<file path="config.mk">
export PLATFORM = sky130hd
export DESIGN_NAME = uart_tx
export DESIGN_NICKNAME = d
export VERILOG_FILES = /design/src/rtl/uart_pkg.sv /design/src/rtl/uart_tx_fifo.sv /design/src/rtl/uart_tx.sv
export SDC_FILE = /design/constraint.sdc
export NUM_CORES = 1
export LEC_CHECK = 0
export CAP_MARGIN = 20
export CORE_ASPECT_RATIO = 0.9
export CORE_MARGIN = 2
export CORE_UTILIZATION = 55
export CTS_CLUSTER_DIAMETER = 40
export CTS_CLUSTER_SIZE = 25
export DETAILED_ROUTE_END_ITERATION = 10
export GPL_ROUTABILITY_DRIVEN = 1
export PLACE_DENSITY = 0.8
export RECOVER_POWER = 50
export REMOVE_ABC_BUFFERS = 1
export SKIP_LAST_GASP = 1
export SYNTH_ARGS = -nofsm -noshare
export SYNTH_HDL_FRONTEND = slang
export SYNTH_HIERARCHICAL = 1
export SYNTH_SLANG_ARGS = --single-unit
</file>
<file path="constraint.sdc">
create_clock -name clk -period 5.6 [get_ports clk]
set_input_delay 1.12 -clock clk [delete_from_list [all_inputs] [get_ports clk]]
set_output_delay 1.12 -clock clk [all_outputs]
set_load 0.02 [all_outputs]
</file>
<file path="src/rtl/uart_pkg.sv">
`default_nettype none
// ============================================================================
// Module      : uart_pkg
// Description : Shared types and line-level constants for the UART blocks.
// Revision    : 1.0 - initial release
// ============================================================================
package uart_pkg;

    // Transmitter state encoding (explicit 3-bit width)
    typedef enum logic [2:0] {
        IDLE   = 3'd0,
        START  = 3'd1,
        DATA   = 3'd2,
        PARITY = 3'd3,
        STOP   = 3'd4
    } uart_tx_state_e;

    localparam logic UART_START_BIT = 1'b0;
    localparam logic UART_STOP_BIT  = 1'b1;
    localparam logic UART_IDLE_LVL  = 1'b1;

    // Even parity: the parity bit makes the total count of ones even
    function automatic logic even_parity(input logic [7:0] data);
        return ^data;
    endfunction

endpackage
`default_nettype wire

</file>
<file path="src/rtl/uart_tx_fifo.sv">
`default_nettype none
// ============================================================================
// Module      : uart_tx_fifo
// Description : Synchronous FIFO with push/pop, full/empty flags and level.
//               Overflowing pushes and underflowing pops are ignored.
// Revision    : 1.0 - initial release
// ============================================================================
module uart_tx_fifo #(
    parameter int DEPTH = 4,
    parameter int WIDTH = 8
) (
    input  logic                   clk,
    input  logic                   rst,
    input  logic                   i_push,
    input  logic [WIDTH-1:0]       i_wr_data,
    input  logic                   i_pop,
    output logic [WIDTH-1:0]       o_rd_data,
    output logic                   o_full,
    output logic                   o_empty,
    output logic [$clog2(DEPTH):0] o_level
);

    localparam int c_AW = $clog2(DEPTH);
    localparam int c_LW = c_AW + 1;

    logic [WIDTH-1:0] r_mem [DEPTH];
    logic [c_AW-1:0]  r_wr_ptr;
    logic [c_AW-1:0]  r_rd_ptr;
    logic [c_LW-1:0]  r_level;

    logic w_full;
    logic w_empty;
    logic w_push;
    logic w_pop;

    assign w_full  = (r_level == c_LW'(DEPTH));
    assign w_empty = (r_level == '0);
    assign w_push  = i_push & ~w_full;
    assign w_pop   = i_pop  & ~w_empty;

    // Pointers wrap naturally because DEPTH is a power of two
    always_ff @(posedge clk) begin
        if (rst) begin
            r_wr_ptr <= '0;
            r_rd_ptr <= '0;
            r_level  <= '0;
        end else begin
            if (w_push) begin
                r_wr_ptr <= r_wr_ptr + c_AW'(1);
            end
            if (w_pop) begin
                r_rd_ptr <= r_rd_ptr + c_AW'(1);
            end
            case ({w_push, w_pop})
                2'b10:   r_level <= r_level + c_LW'(1);
                2'b01:   r_level <= r_level - c_LW'(1);
                default: r_level <= r_level;
            endcase
        end
    end

    // Storage array; contents need no reset since level gates visibility
    always_ff @(posedge clk) begin
        if (w_push) begin
            r_mem[r_wr_ptr] <= i_wr_data;
        end
    end

    assign o_rd_data = r_mem[r_rd_ptr];
    assign o_full    = w_full;
    assign o_empty   = w_empty;
    assign o_level   = r_level;

endmodule
`default_nettype wire

</file>
<file path="src/rtl/uart_tx.sv">
`default_nettype none
// ============================================================================
// Module      : uart_tx
// Description : UART transmitter, 8N1 or 8E1. Bytes are queued in a small
//               FIFO and serialised LSB first onto a registered tx line.
// Revision    : 1.0 - initial release
// ============================================================================
module uart_tx
    import uart_pkg::*;
#(
    parameter int FIFO_DEPTH = 4,
    parameter int PARITY_EN  = 0,
    parameter int DIV_WIDTH  = 16
) (
    input  logic                        clk,
    input  logic                        rst,
    input  logic [DIV_WIDTH-1:0]        cfg_div_i,
    input  logic [7:0]                  tx_data_i,
    input  logic                        tx_valid_i,
    output logic                        tx_ready_o,
    output logic                        tx_o,
    output logic                        busy_o,
    output logic [$clog2(FIFO_DEPTH):0] fifo_level_o
);

    uart_tx_state_e          r_state;
    logic [7:0]              r_shift;
    logic [DIV_WIDTH-1:0]    r_div;
    logic [DIV_WIDTH-1:0]    r_cnt;
    logic [2:0]              r_idx;
    logic                    r_tx;

    logic                        w_full;
    logic                        w_empty;
    logic [7:0]                  w_head;
    logic [$clog2(FIFO_DEPTH):0] w_level;
    logic                        w_bit_end;
    logic                        w_load;

    // Last cycle of the current bit period
    assign w_bit_end = (r_cnt == '0);

    // Start a new frame from IDLE, or back-to-back straight out of STOP
    assign w_load = ~w_empty &
                    ((r_state == IDLE) || ((r_state == STOP) && w_bit_end));

    uart_tx_fifo #(
        .DEPTH (FIFO_DEPTH),
        .WIDTH (8)
    ) u_fifo (
        .clk       (clk),
        .rst       (rst),
        .i_push    (tx_valid_i),
        .i_wr_data (tx_data_i),
        .i_pop     (w_load),
        .o_rd_data (w_head),
        .o_full    (w_full),
        .o_empty   (w_empty),
        .o_level   (w_level)
    );

    // Frame sequencer: state, shift register, bit-period and bit-index counters
    always_ff @(posedge clk) begin
        if (rst) begin
            r_state <= IDLE;
            r_shift <= '0;
            r_div   <= '0;
            r_cnt   <= '0;
            r_idx   <= '0;
            r_tx    <= UART_IDLE_LVL;
        end else if (w_load) begin
            // Divisor is sampled only here so mid-frame changes wait a frame
            r_shift <= w_head;
            r_div   <= cfg_div_i;
            r_cnt   <= cfg_div_i;
            r_tx    <= UART_START_BIT;
            r_state <= START;
        end else if (r_state != IDLE) begin
            if (!w_bit_end) begin
                r_cnt <= r_cnt - DIV_WIDTH'(1);
            end else begin
                r_cnt <= r_div;
                case (r_state)
                    START: begin
                        r_idx   <= '0;
                        r_tx    <= r_shift[0];
                        r_state <= DATA;
                    end
                    DATA: begin
                        if (r_idx == 3'd7) begin
                            if (PARITY_EN != 0) begin
                                r_tx    <= even_parity(r_shift);
                                r_state <= PARITY;
                            end else begin
                                r_tx    <= UART_STOP_BIT;
                                r_state <= STOP;
                            end
                        end else begin
                            r_idx <= r_idx + 3'd1;
                            r_tx  <= r_shift[r_idx + 3'd1];
                        end
                    end
                    PARITY: begin
                        r_tx    <= UART_STOP_BIT;
                        r_state <= STOP;
                    end
                    STOP: begin
                        // FIFO empty here, otherwise w_load would have fired
                        r_tx    <= UART_IDLE_LVL;
                        r_state <= IDLE;
                    end
                    default: begin
                        r_tx    <= UART_IDLE_LVL;
                        r_state <= IDLE;
                    end
                endcase
            end
        end
    end

    assign tx_o         = r_tx;
    assign tx_ready_o   = ~w_full;
    assign busy_o       = (r_state != IDLE) | (w_level != '0);
    assign fifo_level_o = w_level;

endmodule
`default_nettype wire

</file>
==> flow_summary.yaml <==
run_status:
  status: "finished, violations left"
  failed_checks: "capacitance limit, slew limit"
timing:
  hold_violations: 0
  relSlewSlack_pct: -58.5
  fmaxAchievable_ghz: 0.255
  maxSlewViolCount: 56
  setup_viol: 0
  rsz0062_at_grt: "false"
  fin_crit_ps: 3930
  period_share_pct: 70.1
  skew_ps: 14.4
  tightest_slew_ps: 2380
  tns_ps: 0
detailed_routing:
  antenna_left: 0
  drtIter0Drc: 211
  viasPerCell: 5.88
  route.vias.total: 3164
  wl_per_cell_um: 16.6
  drt-pass1-iter-count: 5
  drt-total-wl_um: 8930
  drc: 0
floorplanning:
  die_h_um: 86.2
  rows: 29
  core_mm2: 0.00715
  dieArea_mm2: 0.00821
  die_w_um: 95.3
  ios: 33
  start_util_pct: 57.7
min_path:
  hp-start: "r_idx[1]"
  hold_end: "r_idx[1]"
  min_delay_path_depth: 2
  hold_class: "reg2reg"
cts:
  htreeDepth: 3
  clk_pin_slew_ps: 100
  postCtsResizedCells: 0
  cts_tree: "built"
  cts_buffers: 9
  post_cts_buffers: 0
  cts.sink_count: 88
  holdBufCountCts: 0
  clock_path_buffers: 2
  clk_latency_ps: 360
  cts_root_buffer: "clkbuf_8"
finish:
  area_growth_syn_to_layout_pct: 13.0
  antenna_cells: 0
  fill_cells: 561
  drive_gt1_share_pct: 9.66
  instances_no_fill: 538
  seqCellArea_mm2: 0.00208
  multi_input_area_mm2: 0.00189
  final_net_count: 476
setup_path:
  crit_path_start: "r_cnt[0]"
  crit_path_top_delay_cell: "and4_2"
  worst-r2r-setup-slack_ps: 1670
  crit_chain: "inv_1, ha_1, nor4b_2, and4_2, o21ai_2, buf_4, inv_2, o31ai_2, inv_1, ha_1, inv_1, fa_1, xor2_1, or3_1, a21oi_1"
  critPathLaunchType: "register"
  path_common_cell: "inv_1"
  required_ps: 5860
  crit_arrival_ps: 4190
  cp-end-kind: "register"
  r2r_end: "u_fifo/o_level[2]"
  worstSetupPathDepth: 15
  critical_path_peak_fanout: 38
  rr_worst_depth: 15
  reg2reg_from: "r_cnt[0]"
  crit_buf_inv: 5
  crit_family: "simple AND/OR/NAND/NOR gates"
  criticalPathCategory: "reg2reg"
  worst_path_largest_cell_delay_ps: 470
place:
  place_congestion: 0.917
  dpl.hpwl_um: 5860
  port_buffers: 32
  dp_cells: 522
logic_synthesis:
  async_flop_share_pct: 0
  yosys.area_share.simple_pct: 19.6
  synth_fa_ha_area_share_pct: 2.91
  synth_top_family_by_area: "simple AND/OR/NAND/NOR gates"
  synthFlopType: "dfxtp_1"
  ys_seq_area_share_pct: 50.5
  netlist_instances: 419
  syn_area_mm2: 0.00413
  syn_area_per_cell_um2: 9.85
  synth_cell_types: 53
  synth-seq-cells: 88
  synth.area.mux_share_pct: 7.22
  synth_edf_count: 32
  synth_xor_area_share_pct: 2.76
  synth_compound_area_share_pct: 13.2
  synth_warnings: 6
power:
  ir_drop_mv: 0.393
  p_leak_nw: 1.64
  powerDensity_mw_per_mm2: 553
global_routing:
  track_usage_pct: 23.7
  overflow: 0
  grt_pass1_wl_um: 14800
  grt_max_degree: 56
  antenna_found_initial: 0
  first_global_vias: 3007
job:
  cap_violations: 1
[cell usage in the layout (no fill, tap or decap), drive strengths merged, types with 9 or more instances in the layout]
cell and n:
dfxtp 56, clkdlybuf4s50 21, nor2 40, clkbuf 11, edfxtp 32, nor3 16
a21oi 39, mux4 10, o21ai 13, dlygate4sd3 10, inv 17, nand2 73
a311oi 9
[routing by layer]
layer / global-route usage (%) / wire length, µm / vias up
met1: 34.2 / 4250 / 1497
met4: 6.72 / 119 / 0
met3: 6.24 / 568 / 12
met5: 0 / 0 / -
met2: 35.2 / 3990 / 107
li1: - / - / 1548
[how the worst max path moves through the flow]
stage,endpoint,slack [ps]
after floorplan,u_fifo/o_level[2],1470
after global placement,u_fifo/o_level[2],1920
after detailed placement,u_fifo/o_level[2],1730
after CTS,u_fifo/o_level[2],1710
after global routing,u_fifo/o_level[2],1360
final,u_fifo/o_level[2],1670
[cells by family after synthesis]
family / after synthesis
muxes: 17
AOI/OAI and AO/OA: 87
adders and majority gates: 9
xor gates and xnor gates: 13
and+or+nand+nor: 168
DFF: 88
buffers and inverters: 37
[synth_stat cells (all sizes together), types with 2 or more instances]
library cell / n / area, µm²
a211oi: 5 / 37.5
a21oi: 39 / 195
a311oi: 9 / 78.8
a31oi: 5 / 31.3
a32o: 2 / 20.0
and2: 5 / 31.3
buf: 10 / 56.3
clkbuf: 13 / 48.8
dfxtp: 56 / 1120
edfxtp: 32 / 961
ha: 8 / 100
inv: 14 / 52.6
mux2: 2 / 22.5
mux2i: 5 / 50.1
mux4: 10 / 225
nand2: 73 / 277
nand2b: 4 / 25.0
nand3: 5 / 25.0
nand4: 3 / 18.8
nor2: 40 / 150
nor3: 16 / 85.1
nor4: 5 / 46.3
o211ai: 7 / 52.6
o21ai: 13 / 65.1
o31ai: 2 / 20.0
or3: 7 / 50.1
or4: 4 / 35.0
xnor2: 5 / 43.8
xor2: 8 / 70.1
[metrics by stage]
stage | utilization, % | area [µm²] | worst slack [ps] | total power, mW | hold slack, ps
floorplan | - | 4020 | 1470 | 1.79 | 427
global route | 65.2 | 4660 | 1360 | 2.76 | 481
global placement | 62.4 | 4460 | 1920 | 2.08 | 444
detailed placement | 62.4 | 4460 | 1730 | 2.11 | 451
CTS | 65.3 | 4660 | 1710 | 2.58 | 464
finish | 65.2 | 4660 | 1670 | 2.58 | 462
[worst min-delay path: cells and delay by family, from the launching register on]
family           cells  cell delay [ps]
flip-flops           1              320
AND/OR/NAND/NOR      1               50
AO/OA/AOI/OAI        1               50
[sequential cells by signal, indices dropped and copies added (netlist names), named ones only]
register	flops
u_fifo/r_mem	32
u_fifo/o_level	3
r_div	16
u_fifo/r_wr_ptr	2
tx_o	1
u_fifo/r_rd_ptr	2
r_state	3
r_idx	3
r_cnt	16
r_shift	8
[report_power, final]
part | internal, mW | switching [mW]
combinational | 0.465 | 0.673
sequential | 0.824 | 0.165
clock | 0.213 | 0.240
[area by class of cell]
| class | count | area share [%] |
|---|---|---|
| Multi-Input combinational cell | 294 | 40.5 |
| Clock buffer | 10 | 2.74 |
| Tap cell | 93 | 2.50 |
| Inverter | 14 | 1.13 |
| Sequential cell | 88 | 44.6 |
| Timing Repair Buffer | 33 | 6.90 |
| Clock inverter | 6 | 1.58 |
Power figures use the tool's default switching activity.
